### config.mk
export PLATFORM = sky130hd
export DESIGN_NAME = alu_arbiter
export DESIGN_NICKNAME = d
export VERILOG_FILES = /design/src/rtl/alu_arbiter.sv
export SDC_FILE = /design/constraint.sdc
export NUM_CORES = 1
export LEC_CHECK = 0
export ABC_AREA = 1
export CAP_MARGIN = 40
export CORE_AREA = 2 2 164 166
export DETAILED_ROUTE_END_ITERATION = 8
export DIE_AREA = 0 0 166 168
export SYNTH_ARGS = -nofsm -noshare
export SYNTH_HDL_FRONTEND = slang
export SYNTH_SLANG_ARGS = --single-unit
### constraint.sdc
create_clock -name clk -period 2.9 [get_ports clk]
set_input_delay 0.87 -clock clk [delete_from_list [all_inputs] [get_ports clk]]
set_output_delay 0.87 -clock clk [all_outputs]
set_load 0.01 [all_outputs]
### src/rtl/alu_arbiter.sv
// rtl/alu_arbiter.sv - round-robin arbiter and sequencer sharing one combinational ALU
//
// Optional feature macro: ALU_ARB_FUNC_CHECK_EN (reject ALU codes 3'b011/3'b101 with rsp_err)
//
// Ports:
//   clk, reset_n           clock (rising edge), synchronous active-low reset
//   req_valid/req_ready    per-requester request handshake (ready is one-hot or zero)
//   req_a/req_b/req_f      packed per-requester operands and function code
//   alu_a/alu_b/alu_f      to the shared ALU, always driven from the op registers
//   alu_y/alu_zero         from the shared ALU
//   rsp_valid/rsp_ready    one-hot response valid addressed to the owner, consumer accept
//   rsp_y/rsp_zero/rsp_err registered result, zero flag and illegal-function flag
module alu_arbiter #(
    parameter int NUM_REQ = 4,
    parameter int WIDTH   = 32
) (
    input  logic                     clk,
    input  logic                     reset_n,
    input  logic [NUM_REQ-1:0]       req_valid,
    output logic [NUM_REQ-1:0]       req_ready,
    input  logic [NUM_REQ*WIDTH-1:0] req_a,
    input  logic [NUM_REQ*WIDTH-1:0] req_b,
    input  logic [NUM_REQ*3-1:0]     req_f,
    output logic [WIDTH-1:0]         alu_a,
    output logic [WIDTH-1:0]         alu_b,
    output logic [2:0]               alu_f,
    input  logic [WIDTH-1:0]         alu_y,
    input  logic                     alu_zero,
    output logic [NUM_REQ-1:0]       rsp_valid,
    input  logic                     rsp_ready,
    output logic [WIDTH-1:0]         rsp_y,
    output logic                     rsp_zero,
    output logic                     rsp_err
);

    localparam int PW = (NUM_REQ > 1) ? $clog2(NUM_REQ) : 1;

    typedef enum logic [1:0] {
        S_IDLE = 2'd0,
        S_EXEC = 2'd1,
        S_RESP = 2'd2
    } state_t;

    state_t            state_q;
    logic [PW-1:0]     ptr_q;
    logic [PW-1:0]     owner_q;
    logic [WIDTH-1:0]  op_a_q;
    logic [WIDTH-1:0]  op_b_q;
    logic [2:0]        op_f_q;
    logic [WIDTH-1:0]  rsp_y_q;
    logic              rsp_zero_q;
    logic              rsp_err_q;

    logic              found;
    logic [PW-1:0]     winner;
    logic [WIDTH-1:0]  sel_a;
    logic [WIDTH-1:0]  sel_b;
    logic [2:0]        sel_f;
    logic              sel_illegal;

    // Search from ptr upward with wrap; iterating from the farthest offset
    // down lets the closest valid requester overwrite the others.
    always_comb begin
        found  = 1'b0;
        winner = ptr_q;
        for (int k = NUM_REQ - 1; k >= 0; k--) begin
            if (req_valid[(int'(ptr_q) + k) % NUM_REQ]) begin
                found  = 1'b1;
                winner = PW'((int'(ptr_q) + k) % NUM_REQ);
            end
        end
    end

    always_comb begin
        sel_a = '0;
        sel_b = '0;
        sel_f = 3'b000;
        for (int i = 0; i < NUM_REQ; i++) begin
            if (winner == PW'(i)) begin
                sel_a = req_a[i*WIDTH +: WIDTH];
                sel_b = req_b[i*WIDTH +: WIDTH];
                sel_f = req_f[i*3 +: 3];
            end
        end
    end

`ifdef ALU_ARB_FUNC_CHECK_EN
    // Codes the ALU does not implement are answered directly with an error.
    assign sel_illegal = (sel_f == 3'b011) || (sel_f == 3'b101);
`else
    assign sel_illegal = 1'b0;
`endif

    always_comb begin
        req_ready = '0;
        if (state_q == S_IDLE && found) begin
            req_ready[winner] = 1'b1;
        end
    end

    always_comb begin
        rsp_valid = '0;
        if (state_q == S_RESP) begin
            rsp_valid[owner_q] = 1'b1;
        end
    end

    always_ff @(posedge clk) begin
        if (!reset_n) begin
            state_q    <= S_IDLE;
            ptr_q      <= '0;
            owner_q    <= '0;
            op_a_q     <= '0;
            op_b_q     <= '0;
            op_f_q     <= 3'b000;
            rsp_y_q    <= '0;
            rsp_zero_q <= 1'b0;
            rsp_err_q  <= 1'b0;
        end else begin
            case (state_q)
                S_IDLE: begin
                    if (found) begin
                        owner_q <= winner;
                        if (sel_illegal) begin
                            rsp_y_q    <= '0;
                            rsp_zero_q <= 1'b0;
                            rsp_err_q  <= 1'b1;
                            state_q    <= S_RESP;
                        end else begin
                            op_a_q  <= sel_a;
                            op_b_q  <= sel_b;
                            op_f_q  <= sel_f;
                            state_q <= S_EXEC;
                        end
                    end
                end
                S_EXEC: begin
                    rsp_y_q    <= alu_y;
                    rsp_zero_q <= alu_zero;
                    rsp_err_q  <= 1'b0;
                    state_q    <= S_RESP;
                end
                S_RESP: begin
                    if (rsp_ready) begin
                        // The owner just served drops to lowest priority.
                        ptr_q   <= (owner_q == PW'(NUM_REQ - 1)) ? '0 : owner_q + 1'b1;
                        state_q <= S_IDLE;
                    end
                end
                default: state_q <= S_IDLE;
            endcase
        end
    end

    assign alu_a    = op_a_q;
    assign alu_b    = op_b_q;
    assign alu_f    = op_f_q;
    assign rsp_y    = rsp_y_q;
    assign rsp_zero = rsp_zero_q;
    assign rsp_err  = rsp_err_q;

endmodule

After elaboration in Yosys (flattened, before gate mapping):

Index checks and enable logic that the tools add are counted.

* reduce and logical (&&, ||, !) cells: 11
* order comparisons: 8
* add/subtract/negate cells: 4
* eq/ne operators: 8
* bitwise operators: 3
* mux-type cells: 41

Operators by type and width (number)
* $mux 32: 8
* $mux 2: 7
* $mux 1: 13
* $lt 3x4->1 const B: 3
* $mux 3: 4
* $lt 2x3->1 const B: 3
* $bmux 1 s2: 4
* $eq 2x2->1 const B: 4
* $mux 4: 2
* $pmux 2 s3: 1
* $reduce_and 2->1: 3
* $reduce_or 2->1: 3
* $add 2x1->2 const B: 2
* $add 2x2->2 const B: 2
* $demux 1 s2: 2
* $eq 2x1->1 const B: 2
* $ge 2x1->1 const B: 2
* $logic_not 2->1: 2
* $ne 2x2->1 const B: 2
* $and 1x1->1 const A: 3
* $logic_and 1x1->1: 3

* input port bits: 308
* word-level logic and storage cells: 83
* output and inout port bits: 109
* register bits: 106

Depth between registers and ports, before layout:

* depth in word-level cells: 15
* depth in mapped cells: 18
* gate-level depth less buffers: 16

Least setup slack after synthesis:

No wires, ideal clock.

* path type: input-to-output
* start point: in req_valid[3]
* end point: out req_ready[1]
* slack: -53 ps
* arrival time: 2083 ps
* buffers on the path: 2
* required time: 2030 ps
* cell stages on the path: 10
* cells stage by stage: inv_1 > nand2_1 > nand3_2 > o21ai_1 > a21oi_2 > nand2_1 > nand2_4 > buf_6 > buf_2 > nor3_1

* longest elaborated chain between the ends: 12
* elaborated cells on any way between the ends: 26
* classes of those cells: 2 x order compare; 22 x mux; 2 x reduce/logical

RTL lines
* start, declared: RTL line 19 `input logic [NUM_REQ-1:0] req_valid,`
* $bmux 1 s2: RTL line 67 `if (req_valid[(int'(ptr_q) + k) % NUM_REQ]) begin`
* $mux 1 (not written as such) (2 in a row): RTL line 67
* $mux 2 (4 in a row): RTL line 67
* $lt 2x3->1 (not written as such) or $ge 2x1->1 (tied branches): RTL line 97 `req_ready[winner] = 1'b1;`
* $logic_and 1x1->1 (not written as such): RTL line 97
* $mux 1 (not written as such): RTL line 97
* $demux 1 s2: RTL line 97
* $mux 4 (*): RTL line 96 `if (state_q == S_IDLE && found) begin`
* end, declared: RTL line 20 `output logic [NUM_REQ-1:0] req_ready,`

Every way passes the cells marked *; elsewhere a longest branch is shown, timed or not. The select of a mux whose other input is x is not followed.

Worst setup path in the final report:

* start point: in req_valid[3]
* end point: out req_ready[0]

The elaborated chain is that of the path after synthesis.

==> flow_summary.json <==
{
  "outcome": "finished, final reports clean",
  "synth_warnings": 0,
  "cts_buffers": 9,
  "final.setup_skew_ns": 0.0160,
  "synth_compound_area_share_pct": 15.9,
  "hold_viol": 0,
  "grt_max_degree": 71,
  "crit_required_ns": 2.03,
  "root_buffer": "clkbuf_16",
  "row_count": 60,
  "ys_ff_latch": 106,
  "arrival_ns": 1.96,
  "drt.antenna.violating_nets": 0,
  "drtIter0Drc": 479,
  "path_buf_inv": 3,
  "synth.top_cell.area_share_pct": 34.7,
  "path_delay_family": "simple AND/OR/NAND/NOR gates",
  "worst_r2r_endpoint": "alu_a[17]$_SDFFE_PN0N_",
  "synth.avg_cell_area_sq_um": 6.17,
  "port_buffers": 415,
  "intPower_mw": 3.51,
  "crit_end": "req_ready[0]",
  "p_leak_nw": 4.41,
  "syn-cell-area_sq_um": 6110,
  "slew_headroom_pct": 41.9,
  "yosys-top-cells-area": "dfxtp_1, nand2_1, nor2_1",
  "ir_drop_v": 0.000271,
  "synthAdderAreaFrac_pct": 0.819,
  "synth_cell_types": 33,
  "dp_slack_ns": -0.903,
  "grt_pass1_vias": 7168,
  "gr-total-overflow": 0,
  "r2r_cells": 17,
  "wl_microns": 27900,
  "crit_chain": "buf_8 -> nand2_1 -> nand2_2 -> nand2_2 -> nand2_1 -> nand2_1 -> nand3_1 -> nand2_2 -> nand2_4 -> buf_4 -> nor2_4 -> buf_6",
  "fin_crit_ns": 2.83,
  "path_clk_slew_ns": 0.09,
  "path_class": "input pin to output pin",
  "worst_pin_slew_ns": 0.871,
  "seqPwrFrac_pct": 32.1,
  "finalCoreUtilization_pct": 42.0,
  "start_util_pct": 23.2,
  "grt_use_met1_pct": 24.0,
  "drt_pass1_iterations": 5,
  "r2r_start": "ptr_q[0]$_SDFFE_PN0P_",
  "gp_congestion": 0.857,
  "critPathMaxStageDelay_ns": 0.15,
  "drc_errors": 0,
  "num_io_pins": 417,
  "final_max_slew_viol_count": 0,
  "die_height_microns": 168,
  "use_met3_pct": 3.74,
  "yosys.area_share.simple_pct": 39.8,
  "synth_mux_area_share_pct": 0,
  "end_kind": "output pin",
  "hold_path_class": "flip-flop to flip-flop",
  "fin_ws_ns": 0.0705,
  "hold_buffers": 0,
  "pwr_density_cell_nw_per_um2": 502,
  "p_clk_share_pct": 24.2,
  "crit_path_start": "req_valid[3]",
  "detail_route.wl_per_cell_microns": 16.2,
  "holdWs_ns": 0.470,
  "nNetsFinal": 1694,
  "fmax_mhz": 353,
  "setup_viol": 0,
  "p_sw_mw": 2.05,
  "synthToLayoutAreaGrowth_pct": 81.2,
  "clock-sinks": 106,
  "cp-start-kind": "input pin",
  "grt_use_total_pct": 18.9,
  "cp.depth": 12,
  "cts.path.max_buffers": 2,
  "syn_nets": 1302,
  "dp_hpwl_microns": 20300,
  "switching_share_pct": 36.9,
  "cts-htree-levels": 3,
  "r2r_slack_ns": 0.31,
  "vias_per_cell": 4.49,
  "synth_xor_area_share_pct": 0,
  "syn_inst": 990,
  "die-area_sq_um": 27900,
  "top_usage_layer": "met2",
  "cts_tree": "built",
  "synth_top_family_by_area": "simple AND/OR/NAND/NOR gates",
  "die_x_microns": 166,
  "antenna_found_initial": 0,
  "seq_area_frac_synth_pct": 34.7,
  "coreArea_sq_um": 26400,
  "grt_use_met2_pct": 33.2,
  "cp_slowest_cell": "buf_4",
  "fillerInstances": 2732,
  "power_mw": 5.56,
  "min_period_over_period_pct": 97.6,
  "cp_max_fo": 4,
  "synth.largest_area_cell": "dfxtp_1",
  "p_comb_share_pct": 43.7,
  "vias": 7770,
  "drv_cap": 0,
  "grt_pass1_wl_microns": 42000,
  "drive_above_1_share_pct": 8.65,
  "clk_latency_ns": 0.36
}
-- repair_timing --
item | in CTS | in global routing
gates resized for setup | 57 | 22
gates cloned | 0 | 0
endpoints found under the setup margin | 58 | 4
hold endpoints to repair | 0 | 0
pin swaps | 11 | 12
buffers inserted | 1 | 0
-- layout make-up --
class	count	area [sq um]	share of cell area (%)
antenna	1	2.50	0.0226
clock buffer	9	225	2.03
clock inverter	7	93.8	0.848
inverter	23	96.3	0.870
multi-input combinational	792	3570	32.2
sequential	106	2130	19.2
tap	341	427	3.85
timing repair buffer	450	4530	40.9
-- per-stage QoR --
step / setup TNS [ns] / cells / area, sq um
final: 0 / 1729 / 11100
after global routing: -0.0916 / 1728 / 11100
after CTS: 0 / 1728 / 11000
after detailed placement: -33.68 / 1711 / 10600
after global placement: -36.11 / 1709 / 10600
after floorplan: 0 / 990 / 6120
-- cells in the final DEF (no fill, tap or decap), types with 2 or more instances in the layout --
cell type / Yosys / layout
nand3_2: 2 / 3
o21ai_0: 95 / 95
inv_12: 0 / 2
inv_4: 1 / 2
inv_2: 5 / 9
inv_1: 15 / 10
a31oi_1: 54 / 54
clkbuf_16: 0 / 9
o21ai_1: 8 / 7
dfxtp_1: 106 / 105
ha_1: 4 / 4
clkinv_8: 0 / 2
nand2_4: 4 / 6
buf_4: 7 / 27
or2_2: 13 / 13
nand2_2: 3 / 17
clkdlybuf4s50_1: 0 / 407
nand3_1: 31 / 29
nor2_4: 0 / 2
inv_6: 0 / 2
nor2_1: 183 / 181
buf_12: 0 / 6
a21oi_1: 16 / 16
buf_6: 17 / 8
nand2_1: 369 / 353
-- kinds of logic after synthesis --
family	count (synthesis)
AND/OR/NAND/NOR	609
AO/OA/AOI/OAI	178
flip-flops	106
buffers and inverters	92
adder cells (fa/ha/maj)	4
other	1
-- routing by layer --
metal | wire length (microns) | vias up
met2 | 14000 | 250
met4 | 413 | 0
li1 | - | 3955
met5 | 0 | -
met1 | 11900 | 3545
met3 | 1570 | 20
-- worst min path at each step --
stage	depth (start not counted)	slack [ns]	endpoint	startpoint
2_1_floorplan	2	0.49	alu_b[0]$_SDFFE_PN0N_	alu_b[0]$_SDFFE_PN0N_
3_3_place_gp	2	0.45	alu_f[0]$_SDFFE_PN0N_	alu_f[0]$_SDFFE_PN0N_
4_1_cts	2	0.47	alu_f[2]$_SDFFE_PN0N_	alu_f[2]$_SDFFE_PN0N_
6_report	2	0.47	alu_b[4]$_SDFFE_PN0N_	alu_b[4]$_SDFFE_PN0N_
3_5_place_dp	2	0.46	alu_b[13]$_SDFFE_PN0N_	alu_b[13]$_SDFFE_PN0N_
5_1_grt	2	0.50	alu_b[0]$_SDFFE_PN0N_	alu_b[0]$_SDFFE_PN0N_
-- Yosys cell counts --
library cell / n
buf_4: 7
nor3_2: 1
nor3_1: 1
nand2_4: 4
inv_4: 1
o21a_1: 1
ha_1: 4
clkbuf_1: 25
buf_6: 17
a21oi_2: 1
nand2_2: 3
nand2_1: 369
o21ai_1: 8
conb_1: 1
clkinv_2: 1
inv_1: 15
a211oi_1: 1
nor4_1: 1
dfxtp_1: 106
nor2_8: 1
o21ai_0: 95
buf_2: 18
inv_2: 5
a31oi_1: 54
nand3_1: 31
nor2_1: 183
a21oi_1: 16
clkbuf_2: 2
a21boi_1: 1
nand3_2: 2
or2_2: 13
o211ai_1: 1
clkinv_1: 1
-- worst register-to-register path: cells and delay by family, from the launching register on --
kind,cells,cell delay [ns]
flip-flops,1,0.39
AO/OA/AOI/OAI,1,0.10
buffers and inverters,4,0.88
AND/OR/NAND/NOR,12,1.12
-- power by group through the flow --
stage	combinational, mW	clock, mW	sequential [mW]
final	2.43	1.35	1.78
after global routing	2.67	1.47	1.81
after CTS	2.45	1.41	1.78
after detailed placement	2.42	0	1.82
after global placement	2.39	0	1.81
after floorplan	1.09	0	1.90
-- registers in the layout, indices dropped and copies added, names as in the netlist --
| signal | count |
|---|---|
| state_q | 2 |
| alu_f | 3 |
| owner_q | 2 |
| alu_a | 32 |
| alu_b | 32 |
| ptr_q | 2 |
| rsp_zero | 1 |
| rsp_y | 32 |
(Power assumes the default switching activity.)
